--- config.mk ---
export PLATFORM = sky130hd
export DESIGN_NAME = intt_stage_sched
export DESIGN_NICKNAME = d
export VERILOG_FILES = /design/src/rtl/intt_pkg.sv /design/src/rtl/intt_addr_gen.sv /design/src/rtl/intt_stage_sched.sv
export SDC_FILE = /design/constraint.sdc
export NUM_CORES = 1
export LEC_CHECK = 0
export BUFFER_PORTS_ARGS = -buffer_cell sky130_fd_sc_hd__buf_2
export CAP_MARGIN = 20
export CORE_AREA = 2 2 166 168
export DETAILED_ROUTE_END_ITERATION = 7
export DIE_AREA = 0 0 168 170
export GPL_TIMING_DRIVEN = 0
export PLACE_DENSITY = 0.7
export SLEW_MARGIN = 20
export SYNTH_ARGS = -nofsm -noshare
export SYNTH_HDL_FRONTEND = slang
export SYNTH_HIERARCHICAL = 1
export SYNTH_SLANG_ARGS = --single-unit
--- constraint.sdc ---
create_clock -name clk_i -period 6.05 [get_ports clk_i]
set_input_delay 0.605 -clock clk_i [delete_from_list [all_inputs] [get_ports clk_i]]
set_output_delay 0.605 -clock clk_i [all_outputs]
set_load 0.02 [all_outputs]
--- src/rtl/intt_pkg.sv ---
// Shared constants and types for the INTT stage scheduler and its address generator.
package intt_pkg;

    localparam int unsigned N      = 256;
    localparam int unsigned ADDR_W = 8;
    localparam int unsigned Q      = 8380417;

    typedef enum logic [1:0] {
        ST_IDLE,
        ST_RUN,
        ST_DRAIN,
        ST_FINISH
    } state_e;

    typedef struct packed {
        logic              valid;
        logic [ADDR_W-1:0] addr_a;
        logic [ADDR_W-1:0] addr_b;
    } slot_t;

endpackage

--- src/rtl/intt_addr_gen.sv ---
// Gentleman-Sande address generator: stage/pair/group counters and the derived
// butterfly addresses and twiddle index for the current pair.
module intt_addr_gen #(
    parameter int unsigned N      = 256,
    parameter int unsigned ADDR_W = 8
) (
    input  logic              clk_i,
    input  logic              reset_ni,
    input  logic              clear_i,
    input  logic              adv_i,
    output logic [ADDR_W-1:0] a_o,
    output logic [ADDR_W-1:0] b_o,
    output logic [ADDR_W-1:0] tw_o,
    output logic              last_in_stage_o,
    output logic              last_stage_o
);
    import intt_pkg::*;

    localparam int unsigned S_W = $clog2(ADDR_W);

    logic [S_W-1:0]    s_q;
    logic [ADDR_W-2:0] i_q;
    logic [ADDR_W-2:0] g_q;
    logic [ADDR_W-1:0] len;
    logic [ADDR_W-1:0] j;
    logic              grp_end;

    // g is kept as its own counter so i>>s never needs a barrel shifter.
    always_comb begin
        len             = ADDR_W'(1) << s_q;
        j               = {1'b0, i_q} & (len - 1'b1);
        a_o             = (({1'b0, g_q} << s_q) << 1) | j;
        b_o             = a_o + len;
        tw_o            = ADDR_W'((N >> s_q) - 1) - {1'b0, g_q};
        grp_end         = (j == (len - 1'b1));
        last_in_stage_o = (i_q == (ADDR_W-1)'(N/2 - 1));
        last_stage_o    = (s_q == S_W'(ADDR_W - 1));
    end

    always_ff @(posedge clk_i or negedge reset_ni) begin
        if (!reset_ni) begin
            s_q <= '0;
            i_q <= '0;
            g_q <= '0;
        end else if (clear_i) begin
            s_q <= '0;
            i_q <= '0;
            g_q <= '0;
        end else if (adv_i) begin
            if (last_in_stage_o) begin
                i_q <= '0;
                g_q <= '0;
                s_q <= last_stage_o ? '0 : s_q + 1'b1;
            end else begin
                i_q <= i_q + 1'b1;
                if (grp_end) begin
                    g_q <= g_q + 1'b1;
                end
            end
        end
    end

endmodule

--- src/rtl/intt_stage_sched.sv ---
// In-place 256-point inverse NTT sequencer: read pair, register into the
// butterfly, write results back two cycles later; drains between stages.
module intt_stage_sched #(
    parameter int unsigned DATA_WIDTH = 32,
    parameter int unsigned N          = 256,
    parameter int unsigned ADDR_W     = 8
) (
    input  logic                    clk_i,
    input  logic                    reset_ni,
    input  logic                    start_i,
    output logic                    busy_o,
    output logic                    done_o,
    output logic                    rd_en_o,
    output logic [ADDR_W-1:0]       rd_addr_a_o,
    output logic [ADDR_W-1:0]       rd_addr_b_o,
    input  logic [DATA_WIDTH-1:0]   rd_data_a_i,
    input  logic [DATA_WIDTH-1:0]   rd_data_b_i,
    output logic [ADDR_W-1:0]       tw_addr_o,
    input  logic [DATA_WIDTH-1:0]   tw_data_i,
    output logic [2*DATA_WIDTH-1:0] bu_data1_o,
    output logic [2*DATA_WIDTH-1:0] bu_data2_o,
    output logic [DATA_WIDTH-1:0]   bu_w_o,
    input  logic [DATA_WIDTH-1:0]   bu_data1_i,
    input  logic [DATA_WIDTH-1:0]   bu_data2_i,
    output logic                    wr_en_o,
    output logic [ADDR_W-1:0]       wr_addr_a_o,
    output logic [ADDR_W-1:0]       wr_addr_b_o,
    output logic [DATA_WIDTH-1:0]   wr_data_a_o,
    output logic [DATA_WIDTH-1:0]   wr_data_b_o
);
    import intt_pkg::*;

    state_e                  state_q;
    logic                    drain_q;
    logic                    final_q;
    logic                    rd_en_q;
    logic                    busy_q;
    logic                    done_q;
    slot_t                   slot1_q;
    slot_t                   slot2_q;
    logic [2*DATA_WIDTH-1:0] bu1_q;
    logic [2*DATA_WIDTH-1:0] bu2_q;
    logic [DATA_WIDTH-1:0]   buw_q;

    logic [ADDR_W-1:0]       gen_a;
    logic [ADDR_W-1:0]       gen_b;
    logic [ADDR_W-1:0]       gen_tw;
    logic                    last_in_stage;
    logic                    last_stage;

    intt_addr_gen #(
        .N      (N),
        .ADDR_W (ADDR_W)
    ) u_addr_gen (
        .clk_i           (clk_i),
        .reset_ni        (reset_ni),
        .clear_i         (state_q == ST_IDLE),
        .adv_i           (rd_en_q),
        .a_o             (gen_a),
        .b_o             (gen_b),
        .tw_o            (gen_tw),
        .last_in_stage_o (last_in_stage),
        .last_stage_o    (last_stage)
    );

    always_ff @(posedge clk_i or negedge reset_ni) begin
        if (!reset_ni) begin
            state_q <= ST_IDLE;
            drain_q <= 1'b0;
            final_q <= 1'b0;
            rd_en_q <= 1'b0;
            busy_q  <= 1'b0;
            done_q  <= 1'b0;
        end else begin
            case (state_q)
                ST_IDLE: begin
                    done_q <= 1'b0;
                    if (start_i) begin
                        state_q <= ST_RUN;
                        rd_en_q <= 1'b1;
                        busy_q  <= 1'b1;
                    end
                end
                ST_RUN: begin
                    if (last_in_stage) begin
                        state_q <= ST_DRAIN;
                        rd_en_q <= 1'b0;
                        drain_q <= 1'b0;
                        final_q <= last_stage;
                    end
                end
                ST_DRAIN: begin
                    // Two idle cycles let the last write of the stage land before the next read.
                    if (drain_q) begin
                        if (final_q) begin
                            state_q <= ST_FINISH;
                            busy_q  <= 1'b0;
                            done_q  <= 1'b1;
                        end else begin
                            state_q <= ST_RUN;
                            rd_en_q <= 1'b1;
                        end
                    end else begin
                        drain_q <= 1'b1;
                    end
                end
                ST_FINISH: begin
                    state_q <= ST_IDLE;
                    done_q  <= 1'b0;
                end
                default: state_q <= ST_IDLE;
            endcase
        end
    end

    always_ff @(posedge clk_i or negedge reset_ni) begin
        if (!reset_ni) begin
            slot1_q <= '0;
            slot2_q <= '0;
            bu1_q   <= '0;
            bu2_q   <= '0;
            buw_q   <= '0;
        end else begin
            slot1_q <= '{valid: rd_en_q, addr_a: rd_addr_a_o, addr_b: rd_addr_b_o};
            slot2_q <= slot1_q;
            if (slot1_q.valid) begin
                bu1_q <= {{DATA_WIDTH{1'b0}}, rd_data_a_i};
                bu2_q <= {{DATA_WIDTH{1'b0}}, rd_data_b_i};
                buw_q <= tw_data_i;
            end
        end
    end

    assign busy_o      = busy_q;
    assign done_o      = done_q;
    assign rd_en_o     = rd_en_q;
    assign rd_addr_a_o = rd_en_q ? gen_a  : '0;
    assign rd_addr_b_o = rd_en_q ? gen_b  : '0;
    assign tw_addr_o   = rd_en_q ? gen_tw : '0;
    assign bu_data1_o  = bu1_q;
    assign bu_data2_o  = bu2_q;
    assign bu_w_o      = buw_q;
    assign wr_en_o     = slot2_q.valid;
    assign wr_addr_a_o = slot2_q.addr_a;
    assign wr_addr_b_o = slot2_q.addr_b;
    assign wr_data_a_o = slot2_q.valid ? bu_data1_i : '0;
    assign wr_data_b_o = slot2_q.valid ? bu_data2_i : '0;

endmodule

==> impl_metrics.yaml, run 1 <==
cts:
  cts_htree_levels: 4
  cts_tree: "yes"
  cts_made_buffers: 17
  clock_sinks: 154
  clockBufferDepth: 2
  holdBufCountCts: 0
  root_buffer: "clkbuf_16"
  cts_setup_buffers: 0
  insertion_delay_ps: 420
  post_cts_resized: 0
  clk_pin_slew_ps: 80
drt:
  wirelength_mm: 29.5
  drt.antenna.violating_nets: 0
  via_count: 6598
  wl_per_cell_um: 19.8
  post-route-drc-count: 0
  drt_first_pass_iters: 4
  drtIter0Drc: 414
  viasPerCell: 4.44
global_routing:
  grtUsageMet2_pct: 33.3
  grt_max_degree: 83
  grt.overflow.total: 0
  use_met1_pct: 25.9
  gr-usage-all-layers_pct: 20.1
  grt.met3_usage_pct: 5.37
  grt_first_pass_wirelength_mm: 41.4
  grt_pass1_vias: 6421
  busiest_layer: "met2"
  antenna_found_initial: 15
setup_path:
  arrival_ps: 4410
  crit_buf_inv: 4
  cp_common_cell: "ha_1"
  startpoint: "u_addr_gen/s_q[0]"
  worstPathRequired_ps: 5440
  slowest_delay_ps: 460
  cp-end-kind: "output port"
  start_kind: "flip-flop"
  path_class: "flip-flop to output port"
  path_cells: "clkbuf_1, inv_1, ha_1, buf_2, nand2b_1, ha_1, nand2b_1, a211oi_1, nor2b_1, a31o_2, ha_1, a21oi_1, o21ai_0, xnor2_1, and2_1, buf_2"
  worst_path_max_delay_cell: "dfrtp_1"
  path_max_fanout: 10
  r2r_start: "u_addr_gen/s_q[0]"
  crit_family: "compound AO/OA/AOI/OAI gates"
synth:
  synth_mux_area_share_pct: 16.7
  synth.area.top_cells: "dfrtp_1 48%, mux2_2 8.3%, mux2_4 7.5%"
  synthAdderAreaFrac_pct: 4.63
  synth_compound_area_share_pct: 6.40
  netlist_area_um2: 8050
  netlist_instances: 680
  ys_warn_count: 6
  synth-xor-area-share_pct: 1.85
  synthArstFlopShare_pct: 100
  synth_top_family_by_area: "multiplexers"
  synth-seq-cells: 154
  ys.flop_type: "dfrtp_1"
  synth_edf_count: 0
  synth.avg_cell_area_um2: 11.8
  yosys.cell_types.count: 62
  synthSimpleGateAreaFrac_pct: 12.5
  synth_top_area_share_pct: 47.9
  ys_seq_area_share_pct: 47.9
  yosys.area.top_type: "dfrtp_1"
placement:
  place_area_um2: 10600
  placed_cells: 1451
  place_congestion: 1.00
  hpwl_mm: 25.0
  placement.io_buffers: 366
pwr:
  comb_power_share_pct: 6.5
  clockPowerShare_pct: 47.7
  peakVddDrop_uv: 182
  internal_power_w: 0.00166
  cellLeakagePower_nw: 6.44
  power_w: 0.00225
  pwr-share-seq_pct: 45.8
  swShare_pct: 26.3
  p_sw_w: 0.000591
  power_density_nw_per_um2: 201
floorplanning:
  die_h_um: 170
  num_io_pins: 431
  coreArea_um2: 26700
  start_util_pct: 30.2
  die_w_um: 168
  rows: 60
  die-area_um2: 28600
finish:
  fin_area_um2: 11200
  finalCoreUtilization_pct: 42.0
  syn2layout_area_growth_pct: 39.0
  most-common-layout-cells: "374 x buf_2, 154 x dfrtp_1, 90 x and2_1"
  final_nets: 1319
  final_common_cell: "buf_2"
  drive_gt1_share_pct: 51.7
  final_cells: 1487
  n_fill_cell: 2583
timing:
  slew_headroom_pct: 36.5
  finalMaxSlewViolations: 0
  setup_viol: 0
  final.min_clock_period_ps: 5010
  fmax_mhz: 199
  finalCritPeriodShare_pct: 82.9
  grt_setup_unrepaired: "no"
  hold_violations: 0
  skew_ps: 10.3
  fin_setup_tns_ps: 0
  tightest_slew_ps: 941
flow_run:
  maxCapViolCount: 0
hold_path:
  hold_path.class: "primary input to asynchronous set/reset pin"
run_status:
  status: "finished clean"
==> registers in the layout (all words and copies together), names as in the netlist, 2 cells and up <==
signal	count
bu_data2_o	32
slot1_q	17
u_addr_gen/g_q	7
u_addr_gen/i_q	7
bu_w_o	32
u_addr_gen/s_q	3
wr_addr_b_o	8
bu_data1_o	32
wr_addr_a_o	8
state_q	2
==> worst reg2reg max path, delay by kind of cell, from the launching register on <==
family                     cells  cell delay (ps)
adders and majority gates      3              810
buffers and inverters          3              730
and+or+nand+nor                4              550
DFF                            1              460
xor gates and xnor gates       1              130
AOI/OAI and AO/OA              4             1120
==> power groups by stage <==
stage          Combinational (W)  Sequential, W  Clock [W]
6_report                0.000146        0.00103    0.00107
5_1_grt                 0.000160        0.00103    0.00115
3_5_place_dp            0.000146        0.00105          0
3_3_place_gp            0.000141        0.00105          0
2_1_floorplan          0.0000674        0.00105          0
4_1_cts                 0.000146        0.00103    0.00111
==> synth_stat cells, types with 4 or more instances <==
library cell and number:
nor3_1 7, buf_2 9, buf_12 4, xnor2_1 12, mux2i_1 7, inv_1 23
mux2_4 40, and2_1 90, buf_4 64, nand2_1 22, a21oi_1 19, clkbuf_1 16
xor2_1 5, dfrtp_1 154, a31oi_1 5, ha_1 25, o22a_1 4, nand2b_1 10
mux2_2 59, o21ai_0 12, a211oi_1 4, nor2_1 18
==> final cells by class <==
type                    instances  area (um^2)  share of cell area (%)
well taps                     341          427                    3.81
repair buffers                367         1870                    16.7
diodes                          4         10.0                  0.0894
flip-flops and latches        154         3850                    34.4
clock buffers                  17          425                    3.80
inverters                      24         90.1                   0.805
clock inverters                15          173                    1.54
plain buffers                  98          711                    6.35
multi-input cells             467         3630                    32.5
==> per-layer routing <==
metal | share of wire (%) | routed length (um)
met1 | 42 | 12300
met2 | 48 | 14100
met3 | 8.3 | 2460
met4 | 1.9 | 560
met5 | 0 | 0
==> metrics by stage <==
step	worst slack, ps	hold slack [ps]
finish	1040	122
global route	701	153
CTS	1020	146
detailed placement	1520	336
global placement	1590	335
floorplan	2270	309
==> cells by family (layout without fill, tap and decap cells) <==
logic type,after synthesis,count (layout)
buffers and inverters,122,521
and+or+nand+nor,174,174
other,2,69
AOI/OAI and AO/OA,75,75
xor gates and xnor gates,17,17
muxes,107,107
DFF,154,154
adders and majority gates,29,29
==> path summary, 6_finish.rpt <==
kind / to / slack, ps / depth (start not counted)
max: rd_addr_b_o[7] / 1040 / 16
min: u_addr_gen/s_q[1] / 120 / 1
max reg2reg: slot1_q[7] / 2140 / 15
min reg2reg: wr_addr_a_o[2] / 350 / 0
max in group asynchronous: bu_data1_o[15] / 5120 / 2
min in group clk_i: wr_addr_a_o[2] / 350 / 0
(Power assumes the default switching activity.)
==> run 2: changes to the inputs <==
- PLACE_DENSITY: 0.7 -> 0.72
- clock period: 6.05 -> 4.6 ns (I/O delays scaled with it)
==> impl_metrics.yaml, run 2 (synthesized netlist as in run 1, its figures left out) <==
run_status:
  status: "finished clean"
finish:
  final_common_cell: "buf_2"
  syn2layout_area_growth_pct: 39.2
  n_fill_cell: 2602
  multiInputGateArea_um2: 3660
  final_nets: 1320
  regArea_um2: 3860
  drive_gt1_share_pct: 52.5
  finalCoreUtilization_pct: 42.0
  most-common-layout-cells: "373 x buf_2, 152 x dfrtp_1, 90 x and2_1"
setup_path:
  path_max_fanout: 10
  worstPathRequired_ps: 4140
  arrival_ps: 3990
  path_class: "flip-flop to output port"
  start_kind: "flip-flop"
  cp-end-kind: "output port"
global_routing:
  grt_pass1_vias: 6416
  grt_max_degree: 86
  gr-usage-all-layers_pct: 21.5
  grt.overflow.total: 0
  grt_first_pass_wirelength_mm: 44.0
  antenna_found_initial: 12
placement:
  place_congestion: 0.878
  hpwl_mm: 26.6
  placement.io_buffers: 366
cts:
  clockBufferDepth: 2
  clock_sinks: 154
  cts_setup_buffers: 0
  cts_tree: "yes"
  cts_made_buffers: 17
  clk_pin_slew_ps: 80
  insertion_delay_ps: 420
  cts_htree_levels: 4
  root_buffer: "clkbuf_16"
floorplanning:
  die_w_um: 168
  coreArea_um2: 26700
  die-area_um2: 28600
  start_util_pct: 30.2
  rows: 60
  die_h_um: 170
  num_io_pins: 431
drt:
  drtIter0Drc: 252
  highest_layer: "met5"
  post-route-drc-count: 0
  wl_met1_mm: 12.8
  viasPerCell: 4.46
  wl_met2_mm: 16.0
  drt_first_pass_iters: 4
  wirelength_mm: 31.8
  via_count: 6643
  wl_met3_mm: 2.19
  drt.antenna.violating_nets: 0
  wl_per_cell_um: 21.4
timing:
  fmax_mhz: 225
  hold_violations: 0
  finalMaxSlewViolations: 0
  slew_headroom_pct: 35.4
  tightest_slew_ps: 957
  skew_ps: 11.3
  final.min_clock_period_ps: 4450
  finalCritPeriodShare_pct: 96.8
  fin_setup_tns_ps: 0
  setup_viol: 0
  grt_setup_unrepaired: "no"
hold_path:
  hold_path.class: "primary input to flip-flop"
flow_run:
  maxCapViolCount: 0
pwr:
  power_density_nw_per_um2: 261
  peakVddDrop_uv: 216
  cellLeakagePower_nw: 6.43
run 2: cell count changes in the layout (fill, tap and decap cells not counted), sizes merged:
cell	previous run	this run
clkinvlp	1	5
clkinv	6	2
clkbuf	33	35
dlygate4sd3	0	1
buf	449	447
run 2: path summary, 6_finish.rpt:
| path | startpoint | endpoint | slack [ps] | depth (start not counted) |
|---|---|---|---|---|
| worst max-delay path | u_addr_gen/s_q[0] | rd_addr_b_o[6] | 150 | 16 |
| worst min-delay path | rd_data_b_i[22] | bu_data2_o[22] | 270 | 2 |
| worst max register to register | u_addr_gen/s_q[0] | slot1_q[7] | 1100 | 15 |
| worst min register to register | slot1_q[10] | wr_addr_a_o[2] | 350 | 0 |
| max in group asynchronous | reset_ni | bu_data1_o[31] | 3180 | 3 |
| min in group asynchronous | reset_ni | u_addr_gen/g_q[0] | 570 | 2 |
run 2: per-stage QoR:
step	std cells	hold WS (ps)	setup WS, ps	power (W)	instance area (um^2)
final	1488	265	146	0.00293	11200
after global placement	1450	334	455	0.00157	10500
after detailed placement	1451	336	340	0.00157	10600
after floorplan	743	164	961	0.00147	8290
after global routing	1487	234	11.1	0.00304	11200
after CTS	1484	242	88.7	0.00297	11200
run 2: routing by layer:
layer  GRT usage [%]  vias up
met5               0        -
met2            37.3      229
met3            6.93       43
met4            6.28       10
li1                -     3095
met1            25.4     3266
run 2: area by class of cell:
class                           instances  area share (%)
Inverter                               24           0.804
Antenna cell                            4          0.0894
Clock inverter                         15            1.17
Sequential cell                       154            34.4
Multi-Input combinational cell        467            32.7
Clock buffer                           17            3.80
Tap cell                              341            3.81
Buffer                                 98            6.43
Timing Repair Buffer                  368            16.8
run 2: where the power goes:
| group | internal (W) | total, W | switching [W] |
|---|---|---|---|
| registers | 0.00135 | 0.00135 | 0 |
| logic | 0.0000890 | 0.000196 | 0.000107 |
| clock network | 0.000714 | 0.00138 | 0.000665 |
| total | 0.00216 | 0.00293 | 0.000772 |
run 2: repair_timing:
item / in CTS / in global routing
gates resized for setup: 3 / 12
hold endpoints to repair: 7 / 0
hold buffers: 1 / 0
setup endpoints to repair: 2 / 3
run 2: critical path, cell delays in order, from the launching register on:
cell      delay, ps
dfrtp_2         450
clkbuf_4        200
inv_1           150
ha_1            180
clkbuf_4        210
nand2b_1        110
ha_1            290
nand2b_1        130
o41ai_1         180
fa_1            480
a21o_1          200
a21oi_2         190
o21bai_1         90
a21oi_1         220
xnor2_1         150
and2_1          160
buf_2           170
